--- src/rtl/seq_divider_pkg.sv ---
// Shared definitions for the sequential restoring divider.
// Holds the controller state encoding and the step-counter sizing helper.
// Imported by the controller and the datapath top level.
package seq_divider_pkg;

  // Controller states; all four 2-bit codes are used.
  typedef enum logic [1:0] {
    IDLE = 2'd0,
    INIT = 2'd1,
    LOAD = 2'd2,
    STEP = 2'd3
  } state_t;

  localparam int DEFAULT_WIDTH = 8;

  // Step counter width: enough bits to count 0 .. WIDTH-1.
  function automatic int cnt_width(input int width);
    return $clog2(width);
  endfunction

endpackage

--- src/rtl/seq_div_cu.sv ---
// Controller for seq_divider: IDLE/INIT/LOAD/STEP sequencing plus the step counter.
// Latency: start edge -> LOAD after 1 edge, STEP after 2, back to IDLE after WIDTH+2 edges.
// Backpressure: a held start keeps the block parked in INIT; start is ignored in LOAD and STEP.
module seq_div_cu
  import seq_divider_pkg::*;
#(
  parameter int WIDTH = DEFAULT_WIDTH,
  parameter int CNT_W = cnt_width(WIDTH)
) (
  input  logic clk,
  input  logic rst,
  input  logic start,
  input  logic divisor_zero,
  output logic ld_ops,
  output logic step_en,
  output logic ready,
  output logic last_step
);

  state_t             state;
  logic [CNT_W-1:0]   cnt;

  // Decodes straight from the state register so the datapath acts in the same cycle.
  assign ready     = (state == IDLE);
  assign ld_ops    = (state == LOAD);
  assign step_en   = (state == STEP);
  assign last_step = step_en && (cnt == CNT_W'(WIDTH - 1));

  // State transitions and step counter.
  always_ff @(posedge clk or posedge rst) begin
    if (rst) begin
      state <= IDLE;
      cnt   <= '0;
    end else begin
      case (state)
        IDLE: begin
          if (start) state <= INIT;
        end
        INIT: begin
          cnt <= '0;
          // The requester must release start before the operands are captured.
          if (!start) state <= LOAD;
        end
        LOAD: begin
          // A zero divisor is resolved entirely by the datapath load, no steps needed.
          state <= divisor_zero ? IDLE : STEP;
        end
        STEP: begin
          cnt <= cnt + 1'b1;
          if (last_step) state <= IDLE;
        end
        default: begin
          state <= IDLE;
        end
      endcase
    end
  end

endmodule

--- src/rtl/seq_divider.sv ---
// Sequential restoring divider for unsigned operands, one quotient bit per clock.
// Latency: WIDTH+2 edges from the sampled start edge (2 edges for a zero divisor).
// Backpressure: start/ready handshake; operands are sampled only in LOAD, results held until next LOAD.
module seq_divider
  import seq_divider_pkg::*;
#(
  parameter int WIDTH = DEFAULT_WIDTH
) (
  input  logic             clk,
  input  logic             rst,
  input  logic             start,
  input  logic [WIDTH-1:0] dividend,
  input  logic [WIDTH-1:0] divisor,
  output logic [WIDTH-1:0] quotient,
  output logic [WIDTH-1:0] remainder,
  output logic             ready,
  output logic             div_by_zero
);

  logic             ld_ops;
  logic             step_en;
  logic             last_step;
  logic             divisor_zero;

  logic [WIDTH-1:0] q_reg;
  logic [WIDTH-1:0] d_reg;
  // The partial remainder is always below the divisor after a step, so its
  // WIDTH+1-th bit is only ever nonzero in the shifted/difference terms and
  // need not be stored.
  logic [WIDTH-1:0] r_reg;
  logic             dbz_reg;

  logic [WIDTH:0]   r_shifted;
  logic [WIDTH:0]   diff;

  assign divisor_zero = (divisor == '0);

  seq_div_cu #(
    .WIDTH (WIDTH)
  ) u_cu (
    .clk          (clk),
    .rst          (rst),
    .start        (start),
    .divisor_zero (divisor_zero),
    .ld_ops       (ld_ops),
    .step_en      (step_en),
    .ready        (ready),
    .last_step    (last_step)
  );

  // One restoring step: shift {R,Q} left, then trial-subtract the divisor.
  assign r_shifted = {r_reg, q_reg[WIDTH-1]};
  assign diff      = r_shifted - {1'b0, d_reg};

  // Operand capture on LOAD and quotient/remainder update on each STEP.
  always_ff @(posedge clk or posedge rst) begin
    if (rst) begin
      q_reg   <= '0;
      d_reg   <= '0;
      r_reg   <= '0;
      dbz_reg <= 1'b0;
    end else if (ld_ops) begin
      if (divisor_zero) begin
        q_reg   <= '1;
        r_reg   <= dividend;
        d_reg   <= '0;
        dbz_reg <= 1'b1;
      end else begin
        q_reg   <= dividend;
        r_reg   <= '0;
        d_reg   <= divisor;
        dbz_reg <= 1'b0;
      end
    end else if (step_en) begin
      if (!diff[WIDTH]) begin
        r_reg <= diff[WIDTH-1:0];
        q_reg <= {q_reg[WIDTH-2:0], 1'b1};
      end else begin
        r_reg <= r_shifted[WIDTH-1:0];
        q_reg <= {q_reg[WIDTH-2:0], 1'b0};
      end
    end
  end

  assign quotient    = q_reg;
  assign remainder   = r_reg;
  assign div_by_zero = dbz_reg;

endmodule

--- config.mk ---
export PLATFORM = sky130hd
export DESIGN_NAME = seq_divider
export DESIGN_NICKNAME = d
export VERILOG_FILES = /design/src/rtl/seq_divider_pkg.sv /design/src/rtl/seq_div_cu.sv /design/src/rtl/seq_divider.sv
export SDC_FILE = /design/constraint.sdc
export NUM_CORES = 1
export LEC_CHECK = 0
export ABC_AREA = 1
export ABC_CLOCK_PERIOD_IN_PS = 2300
export BUFFER_PORTS_ARGS = -buffer_cell sky130_fd_sc_hd__buf_2
export CORE_ASPECT_RATIO = 1.2
export CORE_MARGIN = 4
export CORE_UTILIZATION = 30
export DETAILED_ROUTE_END_ITERATION = 10
export HOLD_SLACK_MARGIN = 0.15
export MAX_ROUTING_LAYER = met4
export PLACE_DENSITY = 0.52
export RECOVER_POWER = 25
export SLEW_MARGIN = 40
export SYNTH_ARGS = -nofsm -noshare
export SYNTH_HDL_FRONTEND = slang
export SYNTH_SLANG_ARGS = --single-unit
--- constraint.sdc ---
create_clock -name clk -period 2.3 [get_ports clk]
set_input_delay 0.23 -clock clk [delete_from_list [all_inputs] [get_ports clk]]
set_output_delay 0.23 -clock clk [all_outputs]
set_load 0.005 [all_outputs]
==> results_dict.tcl <==
set metrics [dict create \
    htree_num_levels 2 \
    drv_slew 0 \
    grt_max_degree 31 \
    instances_no_fill 389 \
    rsz0062_at_grt "no" \
    die_x_um 81.4 \
    drt_iter0_markers 53 \
    yosysWarnings 0 \
    syn_area_mm2 0.00194 \
    die_h_um 96.0 \
    clk_pin_slew_worst_paths_ns 0.07 \
    required_ns 2.46 \
    overflow 0 \
    crit_start "quotient[7]$_DFFE_PP0P_" \
    cts_resized 0 \
    worstSetupEndpointType "flop" \
    synth_edf_count 0 \
    area.growth.synth_to_final_pct 20.1 \
    synthArstFlopShare_pct 100 \
    ff2ff_setup_slack_ns 0.32 \
    tightest_slew_ns 0.786 \
    initial_utilization_pct 31.4 \
    crit_arrival_ns 2.14 \
    nets 336 \
    cp_max_fo 9 \
    whs_path_depth 3 \
    final_layout_size_suffix_gt1_share_pct 19.9 \
    cellLeakagePower_nw 1.27 \
    max_cap_viol_count 0 \
    fin_crit_sh_pct 86.2 \
    irDropWorstVdd_v 0.000514 \
    synth.distinct_cells 31 \
    wl_per_cell_um 12.2 \
    syn-instance-count 263 \
    fin_util_pct 37.7 \
    p_total_mw 3.46 \
    whs_ns 0.175 \
    via_per_inst 4.51 \
    core_area_mm2 0.00617 \
    synth_area_leaders "dfrtp_1 (39%), nand2_1 (12%), inv_1 (9.9%)" \
    io_buffer_count 36 \
    yosys.area.top_type "dfrtp_1" \
    antenna_found_initial 0 \
    p_per_area_mw_per_mm2 1490 \
    routed_wl_mm 4.76 \
    grt_pass1_vias 1813 \
    finClkSkew_ns 0.00513 \
    synth_top_area_share_pct 38.8 \
    ant_nets 0 \
    rows 31 \
    hp-class "primary input to flop" \
    final_hold_viol_count 0 \
    finalWeightedCongestion 0.821 \
    first_pass_iters 4 \
    clockBufferDepth 2 \
    fin_crit_ns 1.98 \
    timing.rr.end "remainder[2]$_DFFE_PP0P_" \
    status "complete, no violations" \
    critPathKind "flop to flop" \
    fmax_mhz 505 \
    drc 0 \
    worstSetupStartpointType "flop" \
    yosysMostFrequentCell "nand2_1" \
    hold_end "u_cu.state[0]$_DFFE_PP0P_" \
    grt.total_usage_pct 14.4 \
    synth_common_cells "nand2_1 (61), inv_1 (51), dfrtp_1 (30), o21ai_0 (30), nand3_1 (29)" \
    dpl.hpwl_mm 3.65 \
    slew_headroom_pct 47.6 \
    synth_top_flop_cell "dfrtp_1" \
    tritoncts "yes" \
    ctsRootBufferMaster "clkbuf_8" \
    clk_latency_ns 0.28 \
    grt_first_pass_wirelength_mm 8.48 \
    setup-violations-final 0 \
    dp.cells 380 \
    synth_seq_area_share_pct 38.8 \
    cts_buffers 5 \
    antennaDiodeCount 0 \
    syn_nets 293 \
    reg2reg_from "quotient[7]$_DFFE_PP0P_" \
    synth_seq_cells 30 \
    via_count 1754 \
    reg2reg_depth 13 \
    syn_avg_cell_area_um2 7.36 \
    dieArea_mm2 0.00781 \
    cts_sinks 30 \
    min_from "start" \
    ioPinCount 37 \
    setup_tns_ns 0 \
]
cell usage in the layout (no fill, tap or decap), types with 2 or more instances in the layout:
cell type	instances
a21oi_1	9
a22o_1	2
buf_2	36
buf_4	4
clkbuf_8	6
dfrtp_1	30
ha_1	10
inv_1	51
nand2_1	61
nand2_2	3
nand3_1	29
nor2_1	11
o21ai_0	30
o21ai_1	2
o22ai_1	2
xnor2_1	2
how the worst max path moves through the flow:
stage | slack [ns] | endpoint
floorplan | 0.47 | remainder[5]$_DFFE_PP0P_
global placement | 0.37 | remainder[2]$_DFFE_PP0P_
detailed placement | 0.32 | remainder[2]$_DFFE_PP0P_
CTS | 0.32 | remainder[2]$_DFFE_PP0P_
global route | 0.16 | remainder[2]$_DFFE_PP0P_
finish | 0.32 | remainder[2]$_DFFE_PP0P_
per-layer routing:
layer  global-route usage (%)  vias to the layer above  wire length [um]
met5                        -                        -                 0
met3                     2.72                        6               237
met4                     3.94                        0                83
met2                     23.3                       33              2230
li1                         -                      912                 -
met1                     18.5                      803              2210
report_power, final:
| part | switching [mW] | total, mW | internal, mW |
|---|---|---|---|
| clock network | 0.199 | 0.440 | 0.241 |
| registers | 0.135 | 0.906 | 0.770 |
| logic | 1.30 | 2.12 | 0.815 |
cells by family (layout without fill, tap and decap cells):
logic type               Yosys count  count (layout)  synth area share (%)
buffers and inverters             59             103                  11.8
adder cells (fa/ha/maj)           11              11                  7.49
AND/OR/NAND/NOR                  112             112                  27.0
multiplexers                       1               1                 0.581
AO/OA/AOI/OAI                     47              47                  13.0
flip-flops                        30              30                  38.8
XOR/XNOR                           3               3                  1.36
through the flow:
| step | worst slack, ns | instance area [um^2] |
|---|---|---|
| final | 0.319 | 2330 |
| after global routing | 0.161 | 2330 |
| after floorplan | 0.466 | 1940 |
| after detailed placement | 0.319 | 2230 |
| after global placement | 0.368 | 2230 |
| after CTS | 0.316 | 2330 |
final cells by class:
class	count	area [um^2]
tap	82	103
clock inverter	1	5.00
clock buffer	7	86.3
inverter	53	199
fill	679	3840
sequential	30	751
multi-input combinational	174	957
timing repair buffer	42	225
critical path: stages (launching register included):
cell,delay [ns]
dfrtp_1,0.34
inv_1,0.06
ha_1,0.23
fa_1,0.40
inv_1,0.07
nand2_1,0.05
nand2_1,0.10
nand3_2,0.12
nand2_2,0.11
nand2_4,0.10
nand2_8,0.10
nand2_1,0.06
nand3_1,0.06
nand2_1,0.07
timing repair:
action / 4_1_cts / 5_1_grt
endpoints found under the hold margin: 30 / 0
buffers inserted: 0 / 0
hold buffers: 1 / 0
No activity file was read; power rests on OpenSTA's default activity.
